## src/rtl/q_mac_pkg.sv

```systemverilog
// Shared constants and FSM state type for the Q = X*T + N stream MAC.
package q_mac_pkg;
  localparam int DATA_W = 32;

  typedef enum logic [1:0] {
    COLLECT = 2'd0,
    COMPUTE = 2'd1,
    OUTPUT  = 2'd2
  } state_t;
endpackage

```

## src/rtl/q_mac_stream_slot.sv

```systemverilog
// Single-entry valid/ready holding register: captures one beat, then stalls
// until cleared, so repeated valid cycles never overwrite the held operand.
module stream_slot #(
  parameter int W = 32
) (
  input  logic         i_clk,
  input  logic         i_rst,
  input  logic         i_en,
  input  logic         i_clr,
  input  logic [W-1:0] i_data,
  input  logic         i_valid,
  output logic         o_ready,
  output logic         o_full,
  output logic [W-1:0] o_data
);
  logic         r_full;
  logic [W-1:0] r_data;

  assign o_ready = !i_rst && i_en && !r_full;
  assign o_full  = r_full;
  assign o_data  = r_data;

  always_ff @(posedge i_clk) begin
    if (i_rst) begin
      r_full <= 1'b0;
      r_data <= '0;
    end else if (i_clr) begin
      r_full <= 1'b0;
    end else if (i_valid && o_ready) begin
      r_full <= 1'b1;
      r_data <= i_data;
    end
  end
endmodule

```

## src/rtl/q_mac_top.sv

```systemverilog
// Stream MAC: holds one X and one T, emits Q = X*T + N (N is a sticky offset).
// Build option: Q_SATURATE_EN clamps overflowing results to all ones.
module q_mac_top #(
  parameter int DATA_W = 32
) (
  input  logic              aclk,
  input  logic              aresetn,
  input  logic [DATA_W-1:0] N,
  input  logic              N_valid,
  output logic              N_ready,
  input  logic [DATA_W-1:0] X,
  input  logic              X_valid,
  output logic              X_ready,
  input  logic [DATA_W-1:0] T,
  input  logic              T_valid,
  output logic              T_ready,
  output logic [DATA_W-1:0] Q,
  output logic              Q_valid,
  input  logic              Q_ready
);
  import q_mac_pkg::*;

  state_t            r_state, w_state_nxt;
  logic              w_collect, w_clr;
  logic              w_x_full, w_t_full;
  logic [DATA_W-1:0] w_x, w_t, w_res;
  logic [DATA_W-1:0] r_n, r_q;
  logic              r_q_valid;

  assign w_collect = (r_state == COLLECT);
  assign w_clr     = (r_state == OUTPUT) && Q_ready;
  assign N_ready   = !aresetn;
  assign Q         = r_q;
  assign Q_valid   = r_q_valid;

  stream_slot #(.W(DATA_W)) u_x_slot (
    .i_clk(aclk), .i_rst(aresetn), .i_en(w_collect), .i_clr(w_clr),
    .i_data(X), .i_valid(X_valid), .o_ready(X_ready), .o_full(w_x_full), .o_data(w_x)
  );

  stream_slot #(.W(DATA_W)) u_t_slot (
    .i_clk(aclk), .i_rst(aresetn), .i_en(w_collect), .i_clr(w_clr),
    .i_data(T), .i_valid(T_valid), .o_ready(T_ready), .o_full(w_t_full), .o_data(w_t)
  );

`ifdef Q_SATURATE_EN
  // Full-width sum cannot overflow: (2^W-1)^2 + (2^W-1) < 2^(2W+1).
  logic [2*DATA_W:0] w_sum;
  assign w_sum = {{(DATA_W+1){1'b0}}, w_x} * {{(DATA_W+1){1'b0}}, w_t}
               + {{(DATA_W+1){1'b0}}, r_n};
  assign w_res = (|w_sum[2*DATA_W:DATA_W]) ? {DATA_W{1'b1}} : w_sum[DATA_W-1:0];
`else
  assign w_res = w_x * w_t + r_n;
`endif

  always_ff @(posedge aclk) begin
    if (aresetn) r_state <= COLLECT;
    else         r_state <= w_state_nxt;
  end

  always_comb begin
    w_state_nxt = r_state;
    case (r_state)
      COLLECT: if (w_x_full && w_t_full) w_state_nxt = COMPUTE;
      COMPUTE: w_state_nxt = OUTPUT;
      OUTPUT:  if (Q_ready) w_state_nxt = COLLECT;
      default: w_state_nxt = COLLECT;
    endcase
  end

  // N is sampled by COMPUTE before a same-edge N transfer lands.
  always_ff @(posedge aclk) begin
    if (aresetn) begin
      r_n       <= '0;
      r_q       <= '0;
      r_q_valid <= 1'b0;
    end else begin
      if (N_valid && N_ready) r_n <= N;
      if (r_state == COMPUTE) begin
        r_q       <= w_res;
        r_q_valid <= 1'b1;
      end else if (w_clr) begin
        r_q_valid <= 1'b0;
      end
    end
  end
endmodule

```

## config.mk

```make
export PLATFORM = sky130hd
export DESIGN_NAME = q_mac_top
export DESIGN_NICKNAME = d
export VERILOG_FILES = /design/src/rtl/q_mac_pkg.sv /design/src/rtl/q_mac_stream_slot.sv /design/src/rtl/q_mac_top.sv
export SDC_FILE = /design/constraint.sdc
export NUM_CORES = 2
export LEC_CHECK = 0
export ABC_AREA = 1
export CAP_MARGIN = 10
export CORE_MARGIN = 1
export CORE_UTILIZATION = 63
export DETAILED_ROUTE_END_ITERATION = 6
export PLACE_DENSITY = 0.8
export SETUP_SLACK_MARGIN = 0.3
export SLEW_MARGIN = 20
export SYNTH_ARGS = -nofsm -noshare
export SYNTH_HDL_FRONTEND = slang
export SYNTH_HIERARCHICAL = 1
export SYNTH_SLANG_ARGS = --single-unit
```

## constraint.sdc

```tcl
create_clock -name aclk -period 8.8 [get_ports aclk]
set_input_delay 1.32 -clock aclk [delete_from_list [all_inputs] [get_ports aclk]]
set_output_delay 1.32 -clock aclk [all_outputs]
set_load 0.01 [all_outputs]
```

== Word-level counts from Yosys, hierarchy flattened ==
Index checks and enable logic that the tools add are counted.

* Muxes and demuxes: 5
* Reduce and logical (&&, ||, !) cells: 17
* Multipliers: 1
* Bitwise operators: 1
* $add $sub $neg: 1
* Equal/unequal tests: 4
* Shifts and indexed selects: 0
* Divide/modulo/power cells: 0
* Order comparisons: 0

{| class="wikitable"
|+ Operator list
! cell !! number
|-
| 32-bit adder || 1
|-
| 32-bit by 32-bit multiplier with 32-bit output || 1
|-
| 1-bit logical AND || 8
|-
| 2-bit one-hot mux with 3 select lines || 1
|-
| 2-bit AND reduction || 3
|-
| 2-bit two-way mux || 2
|-
| 2-bit inequality test, second input constant || 2
|-
| 1-bit logical NOT || 3
|-
| 2-bit by 1-bit == test with 1-bit output, second input constant || 1
|-
| 2-bit == test, second input constant || 1
|-
| 2-bit logical NOT || 1
|-
| 1-bit two-way mux || 2
|-
| 2-bit nonzero test || 1
|-
| 2-bit OR reduction || 1
|-
| 1-bit NOT || 1
|}

* Flip-flop bits (word level): 133
* Memories kept: 0
* Logic and storage cells: 37
* Bits in writable memories: 0
* ROM bits: 0
* Latch bits: 0
* Input port bits: 102
* Output and inout bits: 36

== Depth between registers and ports, before layout ==
* Depth after elaboration: 5
* Gate-level depth with buffers: 33

== By module ==
The synthesis kept the hierarchy.

{| class="wikitable"
|+ Modules (own cells, without submodules)
! module !! instances !! seq. area each (um^2) !! area an instance (um^2) !! cells an instance
|-
| q_mac_top || 1 || 1341.3 || 20440.9 || 2800
|-
| stream_slot || 2 || 660.6 || 1376.3 || 210
|}

== Worst setup path after synthesis ==
OpenSTA, ideal clock, no wires.

* Path kind: register to register
* Start: reg u_t_slot.r_data[3], in the netlist u_t_slot/o_data[3]
* End: reg r_q[26], in the netlist Q[26]
* Slack: 2.192 ns
* Arrival: 6.495 ns
* Data required time: 8.687 ns
* Buffers on the path: 2
* Stages on the path, launching flop included: 30
* Path through: dfxtp_1 > clkbuf_1 > buf_1 > nand2_1 > inv_1 > fa_1 > fa_1 > fa_1 > inv_1 > fa_1 > inv_1 > fa_1 > inv_1 > fa_1 > inv_1 > fa_1 > inv_1 > fa_1 > inv_1 > ha_1 > nand4_1 > nor3_1 > nand4_1 > nand3_1 > a21o_1 > nand2_1 > nand2_1 > xor2_1 > o21ai_1 > inv_1

* Cells in the longest elaborated chain, start to end: 2

{| class="wikitable"
|+ RTL lines
! what !! RTL line !! source
|-
| start, declared || q_mac_stream_slot.sv:17 || <nowiki>logic [W-1:0] r_data;</nowiki>
|-
| start signal, assigned || q_mac_stream_slot.sv:31 || <nowiki>r_data <= i_data;</nowiki>
|-
| 32-bit by 32-bit multiplier with 32-bit output || q_mac_top.sv:53 || <nowiki>assign w_res = w_x * w_t + r_n;</nowiki>
|-
| 32-bit adder || q_mac_top.sv:53 ||
|-
| end signal, assigned || q_mac_top.sv:80 || <nowiki>r_q <= w_res;</nowiki>
|-
| end, declared || q_mac_top.sv:27 || <nowiki>logic [DATA_W-1:0] r_n, r_q;</nowiki>
|}

Every way passes these cells.
A chain may end at the register's enable or synchronous reset.

== Final worst setup path ==
* Start: reg u_x_slot.r_data[7], in the netlist u_x_slot/o_data[7]
* End: reg r_q[31], in the netlist Q[31]

* Cells in the longest elaborated chain, start to end: 2

{| class="wikitable"
|+ RTL lines
! what !! RTL line
|-
| start, declared || q_mac_stream_slot.sv:17
|-
| start signal, assigned || q_mac_stream_slot.sv:31
|-
| 32-bit by 32-bit multiplier with 32-bit output || q_mac_top.sv:53
|-
| 32-bit adder || q_mac_top.sv:53
|}

Every way passes these cells.

==> results.tsv <==
metric	value	unit
Post-Route WL	65.2	mm
Root Buffer Master	clkbuf_16	
Pleak	0.0157	uW
drt first-iter violations	1761	
Hold Path Depth	2	
Avg Inst Size Synth	7.20	um2
htree depth	4	
Crit. End Element	register	
Slew Limit Headroom	0.292	
minimum clock period	7.87	ns
core area	35900	um2
IO Port Bufs	137	
Pins Over Slew Limit	0	
Clock Sinks	133	
most frequent cells in the layout	inv_1, nand2_1, fa_1	
synthesized cell area	23200	um2
FF-to-FF setup slack	0.93	ns
worst min-delay path class	register to register	
Final TNS setup	0	ns
Final Hold Slack	0.471	ns
Ant. Diodes	0	
register area	2670	um2
gr usage total	0.366	
Max stage delay on crit path	0.78	ns
RR Endpoint	Q[31]	
setup bufs post-CTS	0	
EDFF count, synth	0	
Synth warnings	6	
post_cts resized	0	
met1 usage in global routing	0.486	
met3 Use GR	0.0664	
reg2reg path depth	28	
DRC	0	
vias per inst	5.20	
power per cell area	122	nW/um2
Cells after Synth	3220	
clock slew at the register clock pins of the worst setup and hold paths	0.07	ns
fin crit share	0.895	
worst-case clock buffer depth	2	
Placed Cells	3722	
Top Ports	138	
Worst path top cell family by delay	adder cells	
first-pass GRT wire length	106	mm
Critical Path AT	8.25	ns
largest net degree at the start of global routing	65	
HPWL after DPL	53.0	mm
XOR/XNOR Fraction of Synth Area	0.0128	
skew final	0.0186	ns
initial antenna violation count	0	
main combinational cell family by area after synthesis	adder cells	
sw power	1430	uW
Synth Flop Type	dfxtp_1	
CP max FO	13	
worst skew pair latency	0.46	ns
MaxCap Viol Count	0	
Final setup viols	0	
die area	37600	um2
Area Growth Syn to Fin	9.57	%
Compound-Gate Fraction of Synth Area	0.0345	
NumNets Final	3944	
Tightest Pin Transition	1.06	ns
CTS Hold Bufs	0	
Final Wtd Congestion	0.969	
adder-cell share of the synthesized area	0.445	
sequential share of power	0.237	
footprint of the multi-input gates	16000	um2
Initial DRT Pass Iterations	5	
cell mode on critical path	fa_1	
worst endpoint required time	9.17	ns
std cell rows	69	
CP Buf/Inv Count	9	
final-report hold violation count	0	
busiest layer in global routing	met2	
Finished Layout Cells	3753	
asr flop ratio synth	0	
share of layout cells above drive strength 1	0.0322	
mux cell area share after synthesis	0	
crit path max-delay cell type	a211oi_1	
worst vdd ir	0.000164	V
clock power share	0.241	
DIE WIDTH	194	um
fmax	127	MHz
Worst Setup Start Kind	register	
start point of the worst min-delay path	Q_valid	
most common cell after layout, fill and taps aside	inv_1	
Int Pwr	1650	uW
post-route ant nets	0	
post-place setup slack	1.06	ns
WHS Endpoint	Q_valid	
Die H	194	um
Netlist cell types	44	
vias in the first global route	20528	
Post-Syn Nets	3884	
CTS tree	built	
vias	19517	
unrepaired setup endpoints after global routing	false	
global route overflow	0	
grt met2 use	0.590	
switching portion of total power	0.464	
post-synthesis simple-gate area fraction	0.198	
Logic pwr share	0.522	
Worst Setup Slack, final	0.925	ns
Synth Register Bits	133	
crit path kind	register to register	
register area share after synthesis	0.115	
Filler Cell Count	2974	
TritonCTS Buffers	17	
Starting Density	0.646	
status	finished, final reports clean	
Routed wire per std cell	17.4	um
RR Startpoint	u_x_slot/o_data[7]	
==> sequential cells by signal, summed over array words and instances (netlist names) <==
name / flops
u_t_slot/o_data: 32
Q_valid: 1
u_x_slot/o_data: 32
r_state: 2
u_t_slot/o_full: 1
r_n: 32
Q: 32
u_x_slot/o_full: 1
==> cells by family (layout without fill, tap and decap cells) <==
kind of cell	count (synthesis)	after routing
flops	133	133
fa+ha+maj	562	562
xor+xnor	33	33
simple gates	1175	1175
compound gates	144	144
buf+inv	1173	1245
==> cell type report <==
type                            count  share of cell area
Tap cell                          461              0.0227
Clock inverter                     13             0.00596
Clock buffer                       18              0.0169
Inverter                         1032               0.152
Sequential cell                   133               0.105
Multi-Input combinational cell   1914               0.630
Timing Repair Buffer              182              0.0669
==> worst max-delay path by stage <==
stage	startpoint	endpoint	slack [ns]	cells past startpoint
finish	u_x_slot/o_data[7]	Q[31]	0.93	28
global route	u_x_slot/o_data[7]	Q[31]	0.61	28
CTS	u_x_slot/o_data[7]	Q[31]	1.00	28
detailed placement	u_x_slot/o_data[7]	Q[31]	1.06	28
global placement	u_t_slot/o_data[3]	Q[31]	1.22	25
floorplan	u_t_slot/o_data[3]	Q[26]	2.19	29
==> Yosys cell counts (2+ instances only) <==
library cell  number  area (um2)
a211oi_1           2        15.0
a21o_1             4        30.0
a21oi_1           64         320
a21oi_2            2        17.5
a31o_2             2        17.5
a31oi_1            3        18.8
buf_1             16        60.1
buf_2             18        90.1
buf_4              9        67.6
buf_6              8        90.1
clkbuf_1          88         330
clkbuf_2           2        10.0
clkinv_1           3        11.3
dfxtp_1          133        2660
fa_1             438        8770
ha_1             124        1550
inv_1           1023        3840
inv_2              6        22.5
nand2_1          832        3120
nand2_2            5        31.3
nand3_1           55         275
nand3b_1           5        37.5
nand4_1            8        50.1
nand4_4            2        42.5
nor2_1           254         953
nor2_2             3        18.8
nor3_1             7        35.0
nor4_1             2        12.5
o211ai_1           3        22.5
o21a_1             2        15.0
o21ai_0           47         235
o21ai_1            6        30.0
o21ai_2            2        17.5
o221ai_1           2        17.5
xnor2_1            9        78.8
xor2_1            23         201
==> power by group through the flow <==
stage,registers (uW),clock network (uW),logic (uW)
after detailed placement,739,0,1600
after global routing,733,773,1800
after global placement,736,0,1550
final,731,746,1610
after floorplan,672,0,1110
after CTS,726,754,1610
==> per-layer routing <==
metal | share of wire | wire length, um
met3 | 0.095 | 6170
met4 | 0.043 | 2800
met1 | 0.40 | 25900
met2 | 0.47 | 30300
met5 | 0 | 0
==> through the flow <==
stage | total power [uW] | instance area [um2] | utilization
2_1_floorplan | 1780 | 23200 | -
3_3_place_gp | 2290 | 24800 | 0.691
3_5_place_dp | 2340 | 24800 | 0.691
4_1_cts | 3090 | 25400 | 0.708
5_1_grt | 3300 | 25400 | 0.708
6_report | 3090 | 25400 | 0.708
==> worst register-to-register path: cells and delay by family, from the launching register on <==
kind	cells	cell delay [ns]
DFF	1	0.69
buffers and inverters	9	0.90
AOI/OAI and AO/OA	3	1.22
and+or+nand+nor	7	0.80
adders and majority gates	9	4.19
(Power assumes the default switching activity.)
